**src/rtl/cpu_types_pkg.sv**
```systemverilog
// Shared types for the memory arbiter and its users.
//   word_t      : 32-bit machine word
//   ramstate_t  : RAM handshake state reported back to the arbiter
//   arb_state_t : arbiter FSM state
package cpu_types_pkg;

  typedef logic [31:0] word_t;

  typedef enum logic [1:0] {
    FREE   = 2'd0,
    BUSY   = 2'd1,
    ACCESS = 2'd2,
    ERROR  = 2'd3
  } ramstate_t;

  typedef enum logic {
    IDLE  = 1'b0,
    GRANT = 1'b1
  } arb_state_t;

endpackage

```
**src/rtl/arb_pick.sv**
```systemverilog
// Rotating first-one picker (purely combinational).
// Ports:
//   pend  : one pending bit per core
//   ptr   : search start index; scan wraps at NCPU
//   found : at least one pending bit set
//   idx   : first pending core at or after ptr
module arb_pick
#(
  parameter int NCPU   = 2,
  parameter int CIDX_W = 1
)
(
  input  logic [NCPU-1:0]   pend,
  input  logic [CIDX_W-1:0] ptr,
  output logic              found,
  output logic [CIDX_W-1:0] idx
);

  logic [CIDX_W-1:0] cand;

  always_comb begin
    found = 1'b0;
    idx   = '0;
    cand  = '0;
    for (int k = 0; k < NCPU; k++) begin
      cand = CIDX_W'((int'(ptr) + k) % NCPU);
      if (!found && pend[cand]) begin
        found = 1'b1;
        idx   = cand;
      end
    end
  end

endmodule

```
**src/rtl/mem_arbiter.sv**
```systemverilog
// Arbiter sharing one single-port RAM between the icache and dcache miss
// ports of NCPU cores. Dcache requests always beat icache requests; within
// a class the core order is round-robin (ARB_RR_EN defined) or fixed
// lowest-index-first (ARB_RR_EN undefined, no pointer register).
// Ports:
//   CLK, RST                 : clock, synchronous active-high reset
//   iREN/iaddr -> iwait/iload : per-core icache request / completion
//   dREN/dWEN/daddr/dstore -> dwait/dload : per-core dcache request / completion
//   ramREN/ramWEN/ramaddr/ramstore, ramload/ramstate : RAM side
//
// state | meaning
// IDLE  | no owner; RAM idle; pick the next winner from pending requests
// GRANT | owner's live request drives the RAM until ACCESS or abort
module mem_arbiter
  import cpu_types_pkg::*;
#(
  parameter int NCPU   = 2,
  parameter int CIDX_W = 1
)
(
  input  logic                  CLK,
  input  logic                  RST,
  input  logic [NCPU-1:0]       iREN,
  input  word_t [NCPU-1:0]      iaddr,
  output logic [NCPU-1:0]       iwait,
  output word_t [NCPU-1:0]      iload,
  input  logic [NCPU-1:0]       dREN,
  input  logic [NCPU-1:0]       dWEN,
  input  word_t [NCPU-1:0]      daddr,
  input  word_t [NCPU-1:0]      dstore,
  output logic [NCPU-1:0]       dwait,
  output word_t [NCPU-1:0]      dload,
  output logic                  ramREN,
  output logic                  ramWEN,
  output word_t                 ramaddr,
  output word_t                 ramstore,
  input  word_t                 ramload,
  input  ramstate_t             ramstate
);

  arb_state_t        state_q, state_d;
  logic [CIDX_W-1:0] owner_q, owner_d;
  logic              own_d_q, own_d_d;   // 1: owner is the dcache port
  logic [CIDX_W-1:0] ptr;
  logic              d_found, i_found;
  logic [CIDX_W-1:0] d_idx, i_idx;
  logic              req_live;
  logic              done;

  arb_pick #(.NCPU(NCPU), .CIDX_W(CIDX_W)) u_pick_d (
    .pend  (dREN | dWEN),
    .ptr   (ptr),
    .found (d_found),
    .idx   (d_idx)
  );

  arb_pick #(.NCPU(NCPU), .CIDX_W(CIDX_W)) u_pick_i (
    .pend  (iREN),
    .ptr   (ptr),
    .found (i_found),
    .idx   (i_idx)
  );

`ifdef ARB_RR_EN
  logic [CIDX_W-1:0] ptr_q, ptr_d, owner_inc;

  always_comb begin
    owner_inc = (int'(owner_q) == NCPU - 1) ? '0 : owner_q + 1'b1;
    ptr_d     = done ? owner_inc : ptr_q;
  end

  always_ff @(posedge CLK) begin
    if (RST) ptr_q <= '0;
    else     ptr_q <= ptr_d;
  end

  assign ptr = ptr_q;
`else
  assign ptr = '0;
`endif

  always_comb begin
    state_d  = state_q;
    owner_d  = owner_q;
    own_d_d  = own_d_q;
    iwait    = '1;
    dwait    = '1;
    iload    = '0;
    dload    = '0;
    ramREN   = 1'b0;
    ramWEN   = 1'b0;
    ramaddr  = '0;
    ramstore = '0;
    req_live = 1'b0;
    done     = 1'b0;
    case (state_q)
      IDLE: begin
        if (d_found) begin
          owner_d = d_idx;
          own_d_d = 1'b1;
          state_d = GRANT;
        end else if (i_found) begin
          owner_d = i_idx;
          own_d_d = 1'b0;
          state_d = GRANT;
        end
      end
      GRANT: begin
        req_live = own_d_q ? (dREN[owner_q] | dWEN[owner_q]) : iREN[owner_q];
        if (!req_live) begin
          // Owner withdrew before ACCESS: drop without a wait pulse.
          state_d = IDLE;
        end else begin
          if (own_d_q) begin
            // Read+write together counts as a write.
            ramWEN   = dWEN[owner_q];
            ramREN   = dREN[owner_q] & ~dWEN[owner_q];
            ramaddr  = daddr[owner_q];
            ramstore = dstore[owner_q];
          end else begin
            ramREN   = 1'b1;
            ramaddr  = iaddr[owner_q];
          end
          // A reset landing on the ACCESS cycle discards the transaction.
          if (ramstate == ACCESS && !RST) begin
            done    = 1'b1;
            state_d = IDLE;
            if (own_d_q) begin
              dwait[owner_q] = 1'b0;
              if (!dWEN[owner_q]) dload[owner_q] = ramload;
            end else begin
              iwait[owner_q] = 1'b0;
              iload[owner_q] = ramload;
            end
          end
        end
      end
      default: state_d = IDLE;
    endcase
  end

  always_ff @(posedge CLK) begin
    if (RST) begin
      state_q <= IDLE;
      owner_q <= '0;
      own_d_q <= 1'b0;
    end else begin
      state_q <= state_d;
      owner_q <= owner_d;
      own_d_q <= own_d_d;
    end
  end

endmodule

```
**config.mk**
```make
export PLATFORM = sky130hd
export DESIGN_NAME = mem_arbiter
export DESIGN_NICKNAME = d
export VERILOG_FILES = /design/src/rtl/cpu_types_pkg.sv /design/src/rtl/arb_pick.sv /design/src/rtl/mem_arbiter.sv
export SDC_FILE = /design/constraint.sdc
export NUM_CORES = 1
export LEC_CHECK = 0
export BUFFER_PORTS_ARGS = -buffer_cell sky130_fd_sc_hd__buf_2
export CAP_MARGIN = 20
export CORE_AREA = 2 2 168 170
export CTS_CLUSTER_SIZE = 24
export DETAILED_ROUTE_END_ITERATION = 10
export DIE_AREA = 0 0 170 172
export PLACE_DENSITY = 0.44
export REMOVE_ABC_BUFFERS = 1
export SLEW_MARGIN = 40
export SYNTH_ARGS = -nofsm -noshare
export SYNTH_HDL_FRONTEND = slang
export SYNTH_SLANG_ARGS = --single-unit
```
**constraint.sdc**
```tcl
create_clock -name CLK -period 3.4 [get_ports CLK]
set_input_delay 0.17 -clock CLK [delete_from_list [all_inputs] [get_ports CLK]]
set_output_delay 0.17 -clock CLK [all_outputs]
set_load 0.01 [all_outputs]
```
==> results.toml <==
[run_status]
status = "complete, no violations"

[worst_setup_path]
cp_slowest_cell = "mux2i_1"
cp_max_fo = 32
critPathMaxStageDelay_ps = 600
arrival_ps = 2380
crit_required_ps = 3230
rrSetupSlack_ps = 1510
cp-end-kind = "output port"
start_kind = "flop"
crit_path_cell_trace = "mux2i_1, a21o_1, buf_4, nor3b_1, buf_2"
criticalPathCategory = "flop to output port"

[placed_design]
place_area_mm2 = 0.00533
gp_congestion = 0.811
io_buffers = 431
dp_hpwl_um = 14000
dpl.cell_count = 1122

[power_and_ir_drop]
p_comb_frac = 0.752
power_density_mw_per_mm2 = 187
ir_drop_uv = 137
clkPwrFrac = 0.188
p_int_uw = 553
swShare = 0.457
p_seq_frac = 0.060
power.leakage_nw = 3.03
power.switching_uw = 465

[logic_synthesis]
synth_area_mm2 = 0.00289
synth_warnings = 0
seq_area_frac_synth = 0.0208
synth_cell_type_count = 37
avgSynthCellArea_um2 = 7.46
synth_seq_cells = 3
synthArstFlopShare = 0
ys.flop_type = "dfxtp_1"
syn_inst = 388
synth_edf_count = 0

[floorplanning]
rows = 61
ios = 432
die_h_um = 172
dieArea_mm2 = 0.0292
initial_core_util = 0.105
die_x_um = 170
coreArea_mm2 = 0.0275

[cells_and_area]
nNetsFinal = 1016
drive_gt1_frac = 0.630
areaGrowthSynthToFinish_pct = 88.1
final_cell_mix = "buf_2, nor4_1, inv_1"
n_fill_cell = 3125
final_common_cell = "buf_2"
multi_input_area_mm2 = 0.00243
post-route-cell-area_mm2 = 0.00544
seq_area_um2 = 65.1
fin_cells = 1130
fin_util = 0.198

[cts]
cts.sink_count = 3
cts_tree = "done"
clock_latency_ps = 230
post-cts-setup-buffers = 0
cts_max_level = 1
clkTransAtPathRegs_ps = 30
cts_resized = 0
numCtsBuffers = 3
clk_path_buf_depth = 2
holdBufCountCts = 0
root_buffer = "clkbuf_16"

[timing]
setup_viol = 0
hold_viol = 0
finalCriticalPeriod_ps = 2550
max_freq_mhz = 392
max_slew_margin = 0.572
rsz0062_at_grt = "no"
fin_worst_skew_ps = 4.57
tns_ps = 0
slew_viol_final = 0
final.period_utilization = 0.751
worst_hold_slack_ps = 208
worstMarginPinSlew_ps = 624

[grt]
grt_start_max_net_pins = 65
grt_pass1_wl_um = 24500
antenna_found_initial = 3
grt_use_total = 0.106
grt_pass1_vias = 4358
grt-ovfl-total = 0

[routing]
wl_um = 17400
dr_total_vias = 4735
avgViaCountPerCell = 4.19
drc = 0
dr.pass1.iters = 4
avgRoutedWirePerCell_um = 15.4
drt_iter0_markers = 176
final_antenna_net_count = 0

[run]
maxCapViolCount = 0

[hold_path]
holdCritPathClass = "input port to flop"
==> registers in the layout (all words and copies together) (netlist names) <==
signal / flops
own_d_q: 1
state_q: 1
owner_q: 1
==> metal layers <==
metal | vias to the layer above | track usage | share of wire
li1 | 2270 | - | -
met2 | 239 | 0.203 | 0.53
met1 | 2210 | 0.127 | 0.40
met4 | 0 | 0.0312 | 0.015
met3 | 16 | 0.00778 | 0.059
met5 | - | 0 | 0
==> metrics by stage <==
step                      total power [mW]  setup slack, ps
after global placement               0.830             1030
final                                 1.02              847
after detailed placement             0.827             1010
after CTS                             1.02              767
after global routing                  1.10              671
after floorplan                      0.472             -713
==> cell families (layout without fill, tap and decap cells) <==
group / Yosys count / in the layout / share of synthesized area
other: 0 / 3 / 0
muxes: 34 / 34 / 0.256
buffers and inverters: 92 / 485 / 0.142
AOI/OAI and AO/OA: 45 / 45 / 0.126
and+or+nand+nor: 214 / 214 / 0.455
DFF: 3 / 3 / 0.0208
==> critical path: cells and delay by family (launching register included) <==
kind | cells | cell delay, ps
mux | 1 | 600
buf+inv | 2 | 570
flops | 1 | 540
compound gates | 1 | 310
simple gates | 1 | 120
==> cell usage after synthesis (3+ instances only) <==
library cell | n | area (um2)
buf_2 | 4 | 20.0
nor4_1 | 63 | 394
buf_1 | 5 | 18.8
clkbuf_2 | 6 | 30.0
nor3b_1 | 33 | 248
inv_1 | 36 | 135
dfxtp_1 | 3 | 60.1
mux4_2 | 32 | 721
and2_1 | 32 | 200
clkbuf_1 | 33 | 124
and3_1 | 33 | 206
nor2_1 | 34 | 128
a22oi_1 | 32 | 240
buf_6 | 6 | 67.6
nand2_1 | 4 | 15.0
==> power by group through the flow <==
stage	combinational (mW)	clock (mW)	sequential (mW)
finish	0.766	0.192	0.0606
global route	0.836	0.199	0.0626
CTS	0.769	0.193	0.0604
detailed placement	0.766	0	0.0610
global placement	0.769	0	0.0605
floorplan	0.382	0	0.0895
==> final cells by class <==
class / instances / area share
Multi-Input combinational cell: 293 / 0.447
Timing Repair Buffer: 445 / 0.420
Tap cell: 346 / 0.0796
Inverter: 36 / 0.0248
Clock buffer: 4 / 0.0145
Sequential cell: 3 / 0.0120
Antenna cell: 3 / 0.00138
==> worst paths after layout <==
check | to | from | cells after the start
hold / removal | owner_q | RST | 2
setup / recovery | ramaddr[7] | owner_q | 5
hold reg to reg | own_d_q | state_q | 2
setup reg to reg | state_q | owner_q | 3
Note: power is estimated with default switching activity, not from simulation.
